==> src/rtl/fir_input_sequencer_pkg.sv <==
// Shared types and constants for the FIR input sequencer.
package fir_input_sequencer_pkg;

  localparam int DATA_W     = 6;
  localparam int CFG_WORDS  = 3;
  localparam int CFG_CYCLES = 4;

  typedef enum logic [1:0] {
    ST_IDLE   = 2'd0,
    ST_STREAM = 2'd1,
    ST_CFG    = 2'd2
  } state_t;

endpackage

==> src/rtl/fir_input_sequencer_if.sv <==
// Pin-side word inputs (master drives) and FIR-side stream/status outputs (slave drives).
interface fir_input_sequencer_if
  import fir_input_sequencer_pkg::*;
#(
  parameter int DEPTH = 4
);
  localparam int LVL_W = $clog2(DEPTH + 1);

  logic signed [DATA_W-1:0] ui_data;
  logic                     ui_strobe;
  logic                     ui_mode;
  logic                     ui_run;
  logic                     ui_clr_flags;
  logic signed [DATA_W-1:0] x_n;
  logic                     s_axis_fir_tvalid;
  logic                     s_set_coeffs;
  logic [LVL_W-1:0]         fifo_level;
  logic                     overrun;
  logic                     underrun;

  modport master (
    output ui_data, ui_strobe, ui_mode, ui_run, ui_clr_flags,
    input  x_n, s_axis_fir_tvalid, s_set_coeffs, fifo_level, overrun, underrun
  );

  modport slave (
    input  ui_data, ui_strobe, ui_mode, ui_run, ui_clr_flags,
    output x_n, s_axis_fir_tvalid, s_set_coeffs, fifo_level, overrun, underrun
  );

endinterface

==> src/rtl/fir_input_sequencer_fifo.sv <==
// fir_sample_fifo: small synchronous sample FIFO; a push into a full FIFO is accepted when a pop frees the slot.
module fir_sample_fifo
  import fir_input_sequencer_pkg::*;
#(
  parameter  int DEPTH = 4,
  localparam int AW    = $clog2(DEPTH),
  localparam int LW    = $clog2(DEPTH + 1)
) (
  input  logic                     clk,
  input  logic                     reset,
  input  logic                     i_push,
  input  logic                     i_pop,
  input  logic signed [DATA_W-1:0] i_data,
  output logic signed [DATA_W-1:0] o_data,
  output logic                     o_full,
  output logic                     o_empty,
  output logic [LW-1:0]            o_level
);
  logic signed [DATA_W-1:0] r_mem [DEPTH];
  logic [AW-1:0]            r_wr;
  logic [AW-1:0]            r_rd;
  logic [LW-1:0]            r_level;
  logic                     w_push;
  logic                     w_pop;

  assign o_full  = (r_level == LW'(DEPTH));
  assign o_empty = (r_level == '0);
  assign w_pop   = i_pop & ~o_empty;
  assign w_push  = i_push & (~o_full | w_pop);
  assign o_data  = r_mem[r_rd];
  assign o_level = r_level;

  always_ff @(posedge clk or posedge reset) begin
    if (reset) begin
      for (int i = 0; i < DEPTH; i++) r_mem[i] <= '0;
      r_wr    <= '0;
      r_rd    <= '0;
      r_level <= '0;
    end else begin
      if (w_push) begin
        r_mem[r_wr] <= i_data;
        r_wr        <= r_wr + AW'(1);
      end
      if (w_pop) r_rd <= r_rd + AW'(1);
      case ({w_push, w_pop})
        2'b10:   r_level <= r_level + LW'(1);
        2'b01:   r_level <= r_level - LW'(1);
        default: ;
      endcase
    end
  end

endmodule

==> src/rtl/fir_input_sequencer.sv <==
// Front end of the 6-bit FIR: strobed samples stream through a FIFO, coefficient triplets replay as a set_coeffs burst.
// Optional macro HOLD_LAST_EN: on underrun repeat the last popped sample instead of zero-stuffing.
module fir_input_sequencer
  import fir_input_sequencer_pkg::*;
#(
  parameter int DEPTH    = 4,
  parameter int SYNC_STG = 2
) (
  input  logic                 clk,
  input  logic                 reset,
  fir_input_sequencer_if.slave bus
);
  localparam int         LVL_W    = $clog2(DEPTH + 1);
  localparam logic [1:0] CNT_LAST = 2'(CFG_WORDS - 1);
  localparam logic [1:0] K_LAST   = 2'(CFG_CYCLES - 1);

  logic [SYNC_STG-1:0]      r_strb_sync, r_run_sync, r_clr_sync;
  logic                     r_strb_d, r_ev_p0, r_mode_p0;
  logic signed [DATA_W-1:0] r_word_p0;
  logic signed [DATA_W-1:0] r_cfg [CFG_WORDS];
  logic [1:0]               r_cfg_cnt, r_k, w_k_nxt;
  logic                     r_cfg_pend;
  state_t                   r_state, w_state_nxt;
  logic signed [DATA_W-1:0] r_x_n, w_x_nxt, w_head, w_fill;
  logic                     r_tvalid, r_set, r_over, r_under;
  logic                     w_tvalid_nxt, w_set_nxt, w_pop, w_under_set, w_over_set;
  logic                     w_rise, w_run_s, w_clr_s, w_samp_ev, w_coef_ev, w_coef_drop, w_cfg_done;
  logic                     w_full, w_empty;
  logic [LVL_W-1:0]         w_level;

  assign w_rise      = r_strb_sync[SYNC_STG-1] & ~r_strb_d;
  assign w_run_s     = r_run_sync[SYNC_STG-1];
  assign w_clr_s     = r_clr_sync[SYNC_STG-1];
  assign w_samp_ev   = r_ev_p0 & ~r_mode_p0;
  assign w_coef_ev   = r_ev_p0 & r_mode_p0;
  assign w_coef_drop = w_coef_ev & (r_cfg_pend | (r_state == ST_CFG));
  assign w_cfg_done  = (r_state == ST_CFG) && (r_k == K_LAST);
  assign w_over_set  = w_coef_drop | (w_samp_ev & w_full & ~w_pop);

  // Stage p0: synchronize async pins, register the strobe edge and capture the word
  always_ff @(posedge clk or posedge reset) begin
    if (reset) begin
      r_strb_sync <= '0;
      r_run_sync  <= '0;
      r_clr_sync  <= '0;
      r_strb_d    <= 1'b0;
      r_ev_p0     <= 1'b0;
      r_mode_p0   <= 1'b0;
      r_word_p0   <= '0;
    end else begin
      r_strb_sync <= {r_strb_sync[SYNC_STG-2:0], bus.ui_strobe};
      r_run_sync  <= {r_run_sync[SYNC_STG-2:0], bus.ui_run};
      r_clr_sync  <= {r_clr_sync[SYNC_STG-2:0], bus.ui_clr_flags};
      r_strb_d    <= r_strb_sync[SYNC_STG-1];
      r_ev_p0     <= w_rise;
      if (w_rise) begin
        r_word_p0 <= bus.ui_data;
        r_mode_p0 <= bus.ui_mode;
      end
    end
  end

  fir_sample_fifo #(.DEPTH(DEPTH)) u_fifo (
    .clk     (clk),
    .reset   (reset),
    .i_push  (w_samp_ev),
    .i_pop   (w_pop),
    .i_data  (r_word_p0),
    .o_data  (w_head),
    .o_full  (w_full),
    .o_empty (w_empty),
    .o_level (w_level)
  );

  // A burst is only armed once all three words are in; partial triplets die with reset
  always_ff @(posedge clk or posedge reset) begin
    if (reset) begin
      for (int i = 0; i < CFG_WORDS; i++) r_cfg[i] <= '0;
      r_cfg_cnt  <= '0;
      r_cfg_pend <= 1'b0;
    end else begin
      if (w_cfg_done) r_cfg_pend <= 1'b0;
      if (w_coef_ev && !w_coef_drop) begin
        r_cfg[r_cfg_cnt] <= r_word_p0;
        if (r_cfg_cnt == CNT_LAST) begin
          r_cfg_cnt  <= '0;
          r_cfg_pend <= 1'b1;
        end else begin
          r_cfg_cnt <= r_cfg_cnt + 2'd1;
        end
      end
    end
  end

`ifdef HOLD_LAST_EN
  logic signed [DATA_W-1:0] r_last;
  always_ff @(posedge clk or posedge reset) begin
    if (reset)      r_last <= '0;
    else if (w_pop) r_last <= w_head;
  end
  assign w_fill = r_last;
`else
  assign w_fill = '0;
`endif

  always_comb begin
    w_state_nxt = r_state;
    w_k_nxt     = r_k;
    case (r_state)
      ST_IDLE: begin
        if (r_cfg_pend) begin
          w_state_nxt = ST_CFG;
          w_k_nxt     = '0;
        end else if (w_run_s) begin
          w_state_nxt = ST_STREAM;
        end
      end
      ST_STREAM: begin
        if (r_cfg_pend) begin
          w_state_nxt = ST_CFG;
          w_k_nxt     = '0;
        end else if (!w_run_s) begin
          w_state_nxt = ST_IDLE;
        end
      end
      ST_CFG: begin
        if (r_k == K_LAST) begin
          w_state_nxt = ST_IDLE;
          w_k_nxt     = '0;
        end else begin
          w_k_nxt = r_k + 2'd1;
        end
      end
      default: w_state_nxt = ST_IDLE;
    endcase
  end

  // Outputs are precomputed for the state being entered so they register together with it
  always_comb begin
    w_pop        = 1'b0;
    w_tvalid_nxt = 1'b0;
    w_set_nxt    = 1'b0;
    w_x_nxt      = '0;
    w_under_set  = 1'b0;
    case (w_state_nxt)
      ST_STREAM: begin
        w_tvalid_nxt = 1'b1;
        if (w_empty) begin
          w_under_set = 1'b1;
          w_x_nxt     = w_fill;
        end else begin
          w_pop   = 1'b1;
          w_x_nxt = w_head;
        end
      end
      ST_CFG: begin
        w_set_nxt = (w_k_nxt != K_LAST);
        if (w_k_nxt != 2'd0) w_x_nxt = r_cfg[w_k_nxt - 2'd1];
      end
      default: ;
    endcase
  end

  // Stage p1: FSM state and registered FIR-facing outputs
  always_ff @(posedge clk or posedge reset) begin
    if (reset) begin
      r_state  <= ST_IDLE;
      r_k      <= '0;
      r_x_n    <= '0;
      r_tvalid <= 1'b0;
      r_set    <= 1'b0;
      r_over   <= 1'b0;
      r_under  <= 1'b0;
    end else begin
      r_state  <= w_state_nxt;
      r_k      <= w_k_nxt;
      r_x_n    <= w_x_nxt;
      r_tvalid <= w_tvalid_nxt;
      r_set    <= w_set_nxt;
      if (w_over_set)   r_over <= 1'b1;
      else if (w_clr_s) r_over <= 1'b0;
      if (w_under_set)  r_under <= 1'b1;
      else if (w_clr_s) r_under <= 1'b0;
    end
  end

  assign bus.x_n               = r_x_n;
  assign bus.s_axis_fir_tvalid = r_tvalid;
  assign bus.s_set_coeffs      = r_set;
  assign bus.fifo_level        = w_level;
  assign bus.overrun           = r_over;
  assign bus.underrun          = r_under;

endmodule

==> src/flat_wrapper.sv <==
// flat-port wrapper written by rule: the top's interface ports become plain ports
module fir_input_sequencer_flat import fir_input_sequencer_pkg::*;
#(
  parameter int DEPTH    = 4,
  parameter int SYNC_STG = 2
)
  (clk, reset, bus_ui_data, bus_ui_strobe, bus_ui_mode, bus_ui_run, bus_ui_clr_flags, bus_x_n, bus_s_axis_fir_tvalid, bus_s_set_coeffs, bus_fifo_level, bus_overrun, bus_underrun);
  fir_input_sequencer_if #(.DEPTH(DEPTH)) bus_i ();
  input  logic clk;
  input  logic reset;
  input wire logic [$bits(bus_i.ui_data)-1:0] bus_ui_data;
  input wire logic [$bits(bus_i.ui_strobe)-1:0] bus_ui_strobe;
  input wire logic [$bits(bus_i.ui_mode)-1:0] bus_ui_mode;
  input wire logic [$bits(bus_i.ui_run)-1:0] bus_ui_run;
  input wire logic [$bits(bus_i.ui_clr_flags)-1:0] bus_ui_clr_flags;
  output wire logic [$bits(bus_i.x_n)-1:0] bus_x_n;
  output wire logic [$bits(bus_i.s_axis_fir_tvalid)-1:0] bus_s_axis_fir_tvalid;
  output wire logic [$bits(bus_i.s_set_coeffs)-1:0] bus_s_set_coeffs;
  output wire logic [$bits(bus_i.fifo_level)-1:0] bus_fifo_level;
  output wire logic [$bits(bus_i.overrun)-1:0] bus_overrun;
  output wire logic [$bits(bus_i.underrun)-1:0] bus_underrun;
  assign bus_i.ui_data = bus_ui_data;
  assign bus_i.ui_strobe = bus_ui_strobe;
  assign bus_i.ui_mode = bus_ui_mode;
  assign bus_i.ui_run = bus_ui_run;
  assign bus_i.ui_clr_flags = bus_ui_clr_flags;
  assign bus_x_n = bus_i.x_n;
  assign bus_s_axis_fir_tvalid = bus_i.s_axis_fir_tvalid;
  assign bus_s_set_coeffs = bus_i.s_set_coeffs;
  assign bus_fifo_level = bus_i.fifo_level;
  assign bus_overrun = bus_i.overrun;
  assign bus_underrun = bus_i.underrun;
  fir_input_sequencer #(.DEPTH(DEPTH), .SYNC_STG(SYNC_STG)) u_core (.clk(clk), .reset(reset), .bus(bus_i));
endmodule
==> config.mk <==
export PLATFORM = sky130hd
export DESIGN_NAME = fir_input_sequencer_flat
export DESIGN_NICKNAME = d
export VERILOG_FILES = /design/src/rtl/fir_input_sequencer_pkg.sv /design/src/rtl/fir_input_sequencer_if.sv /design/src/rtl/fir_input_sequencer_fifo.sv /design/src/rtl/fir_input_sequencer.sv /design/src/flat_wrapper.sv
export SDC_FILE = /design/constraint.sdc
export NUM_CORES = 1
export LEC_CHECK = 0
export CAP_MARGIN = 25
export CORE_UTILIZATION = 50
export CTS_CLUSTER_SIZE = 25
export DETAILED_ROUTE_END_ITERATION = 16
export GPL_ROUTABILITY_DRIVEN = 0
export PLACE_DENSITY = 0.74
export SETUP_SLACK_MARGIN = 0.4
export SLEW_MARGIN = 20
export SYNTH_ARGS = -nofsm -noshare
export SYNTH_HDL_FRONTEND = slang
export SYNTH_HIERARCHICAL = 1
export SYNTH_SLANG_ARGS = --single-unit
==> constraint.sdc <==
create_clock -name clk -period 9.1 [get_ports clk]
set_input_delay 1.82 -clock clk [delete_from_list [all_inputs] [get_ports clk]]
set_output_delay 1.82 -clock clk [all_outputs]
set_load 0.02 [all_outputs]
==> summary.txt, run 1 <==
Run status
  • Status: finished, final reports clean

Power
  • Leakage: 1.86 nW
  • Sw Ratio: 34.0%
  • Int Power: 0.905 mW
  • Power per standard cell area: 328 nW/µm²
  • Clock share of power: 19.0%
  • NetSw: 0.465 mW
  • Max VDD drop: 0.000178 V
  • Logic pwr share: 36.2%
  • Seq pwr share: 44.9%

Synth
  • Syn Area/Cell: 13.8 µm²
  • Synth cell types: 40
  • EDFF count, synth: 0
  • Ys async rst share: 100%
  • Seq/Total Area, Yosys: 55.5%
  • Post-Syn Nets: 288
  • Ys Warns: 6
  • Synth Instances: 265
  • Main synth FF type: dfrtp_1
  • Seq cells post-synth: 81
  • Mapped cell area: 3650 µm²

Setup path
  • Reg2Reg Launch Point: u_core/r_k[0]
  • Crit path arrival time: 1.54 ns
  • Nature of the critical path endpoint: primary output
  • Worst Path Class, Setup: register to primary output
  • CP Launch Type: register
  • Worst Setup SP: u_core/u_fifo/o_level[0]
  • Crit-path cells: clkdlybuf4s50_1
  • Worst Path Buf+Inv: 1
  • CP max stage cell: clkdlybuf4s50_1
  • CP required: 7.28 ns
  • Critical path's top delay family: buffers and inverters
  • Crit Path Max Fanout: 6
  • Crit-path max cell delay: 0.67 ns

Clock network
  • CTS tree: done
  • CTS root buf: clkbuf_8
  • Setup Buffers After CTS: 0
  • Max H-tree Level: 3
  • Hold-fix buffers, CTS: 0
  • Clock transition at the registers of the reported paths: 0.08 ns
  • Max Buffers Root-to-Sink: 2
  • Worst-Skew Late Latency: 0.35 ns
  • Clock sink total: 81
  • Inserted Clock Buffers: 9
  • Gates resized, CTS repair: 0

Flow run
  • Max Cap Violations: 0

Placement
  • IO Port Bufs: 24
  • Detailed-placement wirelength estimate: 4800 µm
  • Placed insts: 376

Die
  • Core Rows: 30
  • I/O pins: 25
  • Die X: 87.4 µm
  • Die Area: 7640 µm²
  • Die height: 87.4 µm
  • Initial Utilization: 52.8%
  • Core ar.: 6910 µm²

Drt
  • Routed Antenna Nets: 0
  • Via density: 5.42
  • Vias: 2,131
  • WL/cell: 16.8 µm
  • DR pass1 iterations: 4
  • Final WL: 6600 µm
  • DRC Markers: 0
  • Drt initial violations: 112

Global route
  • Initial antenna violation count: 0
  • Grt total ovfl: 0
  • First-pass GRT wire length: 10,900 µm
  • Pin count of the biggest net entering global routing: 51
  • Total global-route track usage: 19.7%
  • Vias in the first global route: 2,200

Timing
  • Slew Limit Fails: 0
  • Crit share post-route: 36.9%
  • Rel. slew slack: 43.8%
  • Fin. Hold Viols: 0
  • Fmax: 298 MHz
  • Setup_tns: 0 ns
  • Tightest Pin Transition: 0.842 ns
  • Endpoints failing setup: 0
  • Setup Skew: 0.0102 ns
  • RSZ-0062 raised after global routing: no
  • Minimum clock period: 3.36 ns

Worst hold path
  • Worst hold-check path type: register to register
  • Worst hold start: u_core/r_clr_sync[0]

Layout
  • Nets: 315
  • Fraction of layout cells with a size suffix above 1: 27.9%
  • Final core utilization: 60.4%
  • Post-Layout Cell Count: 393
  • Layout area overhead: 14.4%
  • Antenna diode count: 0
[worst paths after layout]
kind | end | slack, ns | cells after the start
max | bus_fifo_level[0] | 5.74 | 1
min | u_core/r_clr_sync[1] | 0.35 | 0
max reg2reg | u_core/u_fifo/o_level[2] | 5.83 | 13
min reg2reg | u_core/r_clr_sync[1] | 0.35 | 0
max in group asynchronous | u_core/r_cfg[13] | 6.63 | 2
min in group asynchronous | u_core/u_fifo/r_rd[1] | 1.90 | 3
[power by group through the flow]
stage          combinational [mW]  sequential, mW  clock (mW)
5_1_grt                     0.541           0.637       0.285
3_5_place_dp                0.494           0.623           0
3_3_place_gp                0.476           0.615           0
2_1_floorplan               0.382           0.593           0
6_report                    0.496           0.615       0.260
4_1_cts                     0.495           0.616       0.269
[layout by cell type (no fill, tap or decap), drive strengths merged, types with 2 or more instances in the layout]
master / n
xor2: 3
and4: 6
nand2: 17
inv: 12
nor2: 7
clkbuf: 11
o21ai: 9
nor2b: 5
or3: 2
a21boi: 6
clkdlybuf4s50: 24
nor3b: 4
dfrtp: 81
ha: 10
clkinvlp: 2
mux4: 6
clkinv: 4
mux2i: 2
nor4b: 2
and3: 2
nand3: 2
a21o: 2
o31a: 7
xnor2: 3
a221oi: 6
mux2: 51
[metal layers]
layer  share of wire [%]  global-route usage, %
met1                  46                   24.7
met2                  49                   32.4
met3                 2.8                   5.40
met4                 2.1                   7.75
met5                   0                      0
[area by class of cell]
cell class / instances / area, µm²
clock buffers: 10 / 138
clock inverters: 6 / 67.6
fillers: 582 / 2730
inverters: 13 / 50.0
multi-input cells: 161 / 1520
flip-flops and latches: 81 / 2030
well taps: 96 / 120
repair buffers: 26 / 253
[state kept, by name, summed over array words and instances (netlist names), 2 cells and up]
name and flops:
u_core/u_fifo/r_mem 24, u_core/r_cfg 18, u_core/bus.x_n 6, u_core/r_word_p0 6
u_core/u_fifo/o_level 3, u_core/r_cfg_cnt 2, u_core/r_clr_sync 2, u_core/r_k 2
u_core/r_run_sync 2, u_core/r_state 2, u_core/r_strb_sync 2, u_core/u_fifo/r_rd 2
u_core/u_fifo/r_wr 2
[logic make-up after synthesis]
group | synth area share, %
AOI/OAI and AO/OA | 6.62
xor gates and xnor gates | 1.44
adders and majority gates | 3.98
buffers and inverters | 2.85
DFF | 55.5
muxes | 20.6
and+or+nand+nor | 8.98
[through the flow]
step | setup WS [ns] | hold WS (ns) | power (mW) | cell area (µm²)
after CTS | 5.71 | 0.355 | 1.38 | 4170
after global routing | 5.58 | 0.361 | 1.46 | 4170
after detailed placement | 5.87 | 0.336 | 1.12 | 3960
after global placement | 5.97 | 0.332 | 1.09 | 3960
final | 5.74 | 0.352 | 1.37 | 4170
after floorplan | 6.08 | 0.331 | 0.975 | 3650
[cells in the mapped netlist (all sizes together) (2+ instances only)]
library cell	instances	area, µm²
and3	2	12.5
a21boi	6	45.0
mux2	51	597
xnor2	3	26.3
and4	6	52.6
dfrtp	81	2030
a21o	2	15.0
inv	13	48.8
mux2i	2	20.0
nor2	7	26.3
clkbuf	5	18.8
ha	10	125
nand2	17	63.8
xor2	3	26.3
nor4b	2	32.5
o31a	7	62.6
nor3b	4	40.0
o21ai	9	45.0
nor2b	5	38.8
nand3	2	10.0
buf	5	36.3
or3	2	12.5
a221oi	6	52.6
mux4	6	135
Power figures use the tool's default switching activity.
==> run 2, diff against run 1 <==
==> constraint.sdc (replaced) <==
create_clock -name clk -period 3.4 [get_ports clk]
set_input_delay 0.68 -clock clk [delete_from_list [all_inputs] [get_ports clk]]
set_output_delay 0.68 -clock clk [all_outputs]
set_load 0.02 [all_outputs]
==> run 2 against run 1 <==
  * Utilization up 0.98 points
  * Largest power group unchanged
  * Register-to-register slack lost 5.3 ns
  * Sequential share of layout area is 0.74 points lower
  * Critical path type is now register to register
  * Critical endpoint is now u_core/u_fifo/o_level[2]
  * Highest routed layer unchanged
==> summary.txt, run 2 (synthesis results as in run 1) <==
Run status
  • Status: finished, final reports clean

Clock network
  • Worst-Skew Late Latency: 0.34 ns (about the same)
  • CTS tree: done
  • Max Buffers Root-to-Sink: 2 (unchanged)
  • Clock sink total: 81 (unchanged)
  • Clock transition at the registers of the reported paths: 0.08 ns (about the same)
  • Max H-tree Level: 3 (unchanged)
  • Inserted Clock Buffers: 9 (unchanged)
  • CTS root buf: clkbuf_8

Power
  • NetSw: 1.25 mW (+170%)
  • Logic pwr share: 35.6% (-0.6 points)
  • Power per standard cell area: 907 nW/µm² (+180%)
  • Clock share of power: 21.6% (+2.6 points)
  • Seq pwr share: 42.8% (-2.1 points)
  • Int Power: 2.59 mW (+190%)
  • Power Total: 3.85 mW (+180%)
  • Max VDD drop: 0.000469 V (+160%)
  • Sw Ratio: 32.6% (-1.4 points)
  • Leakage: 1.89 nW (+1.6%)

Setup path
  • Nature of the critical path endpoint: register
  • Worst Path Class, Setup: register to register
  • CP required: 3.67 ns (-3.61 ns)
  • Crit-path cells: ha_2, nor2_1, mux2i_1, ha_2, nor2b_2, nor4b_4, or2b_4, ha_1, inv_1, fa_1, xor2_1, nor2_1, xor2_1
  • Crit-path max cell delay: 0.44 ns (-0.23 ns)
  • Crit path arrival time: 3.12 ns (+1.58 ns)
  • Crit Path Max Fanout: 4 (-2)
  • Reg2Reg Setup Slack: 0.56 ns (-5.27 ns)
  • CP Launch Type: register
  • CP max stage cell: dfrtp_2

Layout
  • Max FFs per register: 24 (unchanged)
  • Commonest cells after routing, fill and taps aside: dfrtp_1 (80), mux2_2 (45), clkdlybuf4s50_1 (24)
  • Fraction of layout cells with a size suffix above 1: 29.4% (+1.5 points)
  • Nets: 317 (+0.63%)
  • Top Registers: u_core/u_fifo/r_mem: 24 flops, u_core/r_cfg: 18 flops
  • Layout area overhead: 16.2%
  • Post-Layout Cell Count: 395 (+0.51%)
  • Biggest register: u_core/u_fifo/r_mem
  • Footprint of the multi-input gates: 1530 µm² (+0.66%)
  • FF/Latch Area: 2030 µm² (about the same)
  • Commonest non-fill, non-tap cell in the layout: dfrtp_1
  • Antenna diode count: 0 (unchanged)
  • Fill cells: 576 (-1.0%)
  • Post-route cell area: 4240 µm² (+1.6%)

Placement
  • Detailed-placement wirelength estimate: 4680 µm (-2.7%)
  • Placed insts: 377 (+0.27%)
  • IO Port Bufs: 24 (unchanged)
  • Placed inst area: 3970 µm² (+0.19%)

Drt
  • Vias: 2,188 (+2.7%)
  • Drt initial violations: 57 (-49%)
  • Routed Antenna Nets: 0 (unchanged)
  • DRC Markers: 0 (unchanged)
  • Final WL: 6810 µm (+3.3%)
  • DR pass1 iterations: 4 (unchanged)
  • Via density: 5.54 (+2.2%)
  • WL/cell: 17.3 µm (+2.8%)

Timing
  • Fin. Hold Viols: 0 (unchanged)
  • Slew Limit Fails: 0 (unchanged)
  • Minimum clock period: 2.84 ns
  • Tightest Pin Transition: 0.941 ns (+0.0995 ns)
  • RSZ-0062 raised after global routing: no
  • Rel. slew slack: 36.4% (-7.5 points)
  • Worst hold slack: 0.355 ns (+0.00304 ns)
  • Fmax: 352 MHz
  • Crit share post-route: 83.7%
  • Setup Skew: 0.00905 ns (-0.00113 ns)
  • Endpoints failing setup: 0 (unchanged)
  • Setup_tns: 0 ns (unchanged)

Die
  • Initial Utilization: 52.8% (unchanged)
  • Core Rows: 30 (unchanged)
  • I/O pins: 25 (unchanged)
  • Die height: 87.4 µm (unchanged)
  • Die Area: 7640 µm² (unchanged)
  • Core ar.: 6910 µm² (unchanged)
  • Die X: 87.4 µm (unchanged)

Global route
  • Initial antenna violation count: 0 (unchanged)
  • Total global-route track usage: 20.1% (+0.39 points)
  • Grt total ovfl: 0 (unchanged)
  • Pin count of the biggest net entering global routing: 51 (unchanged)
  • Vias in the first global route: 2,259 (+2.7%)
  • First-pass GRT wire length: 11,200 µm (+3.1%)

Flow run
  • Max Cap Violations: 0 (unchanged)

Worst hold path
  • Worst hold-check path type: register to register
[run 2: cell types whose count changed in the layout (fill, tap and decap cells not counted), sizes merged]
cell | previous run | this run
buf | 1 | 4
clkinvlp | 2 | 1
bufinv | 1 | 3
clkinv | 4 | 2
[run 2: worst paths after layout]
| check | start | cells after the start | end |
|---|---|---|---|
| max | u_core/r_k[0] | 13 | u_core/u_fifo/o_level[2] |
| min | u_core/r_run_sync[0] | 0 | u_core/r_run_sync[1] |
| max reg2reg | u_core/r_k[0] | 13 | u_core/u_fifo/o_level[2] |
| min reg2reg | u_core/r_run_sync[0] | 0 | u_core/r_run_sync[1] |
| max in group asynchronous | reset | 2 | u_core/r_k[0] |
| min in group asynchronous | reset | 3 | u_core/u_fifo/r_rd[0] |
[run 2: metal layers]
| metal | track usage, % | wire length (µm) | share of wire, % |
|---|---|---|---|
| met2 | 33.5 | 3460 | 51 |
| met5 | 0 | 0 | 0 |
| met3 | 6.35 | 280 | 4.1 |
| met4 | 5.96 | 64 | 0.94 |
| met1 | 25.1 | 3010 | 44 |
[run 2: through the flow]
stage          utilization [%]  worst slack (ns)
2_1_floorplan                -             0.545
3_3_place_gp              57.5             0.575
3_5_place_dp              57.5             0.486
4_1_cts                   61.0             0.450
5_1_grt                   61.4             0.321
6_report                  61.4             0.556
[run 2: power by group through the flow]
stage               sequential [mW]  combinational, mW  clock (mW)
finish                         1.65               1.37       0.832
global route                   1.70               1.50       0.891
CTS                            1.64               1.34       0.854
detailed placement             1.66               1.33           0
global placement               1.65               1.29           0
floorplan                      1.59               1.02           0
[run 2: area by class of cell]
class / instances / area share (%)
clock buffer: 11 / 3.33
clock inverter: 5 / 2.42
sequential: 81 / 47.8
timing repair buffer: 28 / 6.37
tap: 96 / 2.83
multi-input combinational: 161 / 36.0
inverter: 13 / 1.18
[run 2: worst max-delay path, delay by kind of cell (launching register included)]
| kind | cells | cell delay (ns) |
|---|---|---|
| XOR/XNOR | 2 | 0.30 |
| buffers and inverters | 1 | 0.06 |
| multiplexers | 1 | 0.12 |
| flip-flops | 1 | 0.44 |
| adder cells (fa/ha/maj) | 4 | 0.98 |
| AND/OR/NAND/NOR | 5 | 0.88 |
[run 2: timing repair]
action,4_1_cts,5_1_grt
setup buffers,0,2
hold buffers,0,0
gates resized for setup,0,5
endpoints found under the hold margin,0,0
endpoints found under the setup margin,0,2
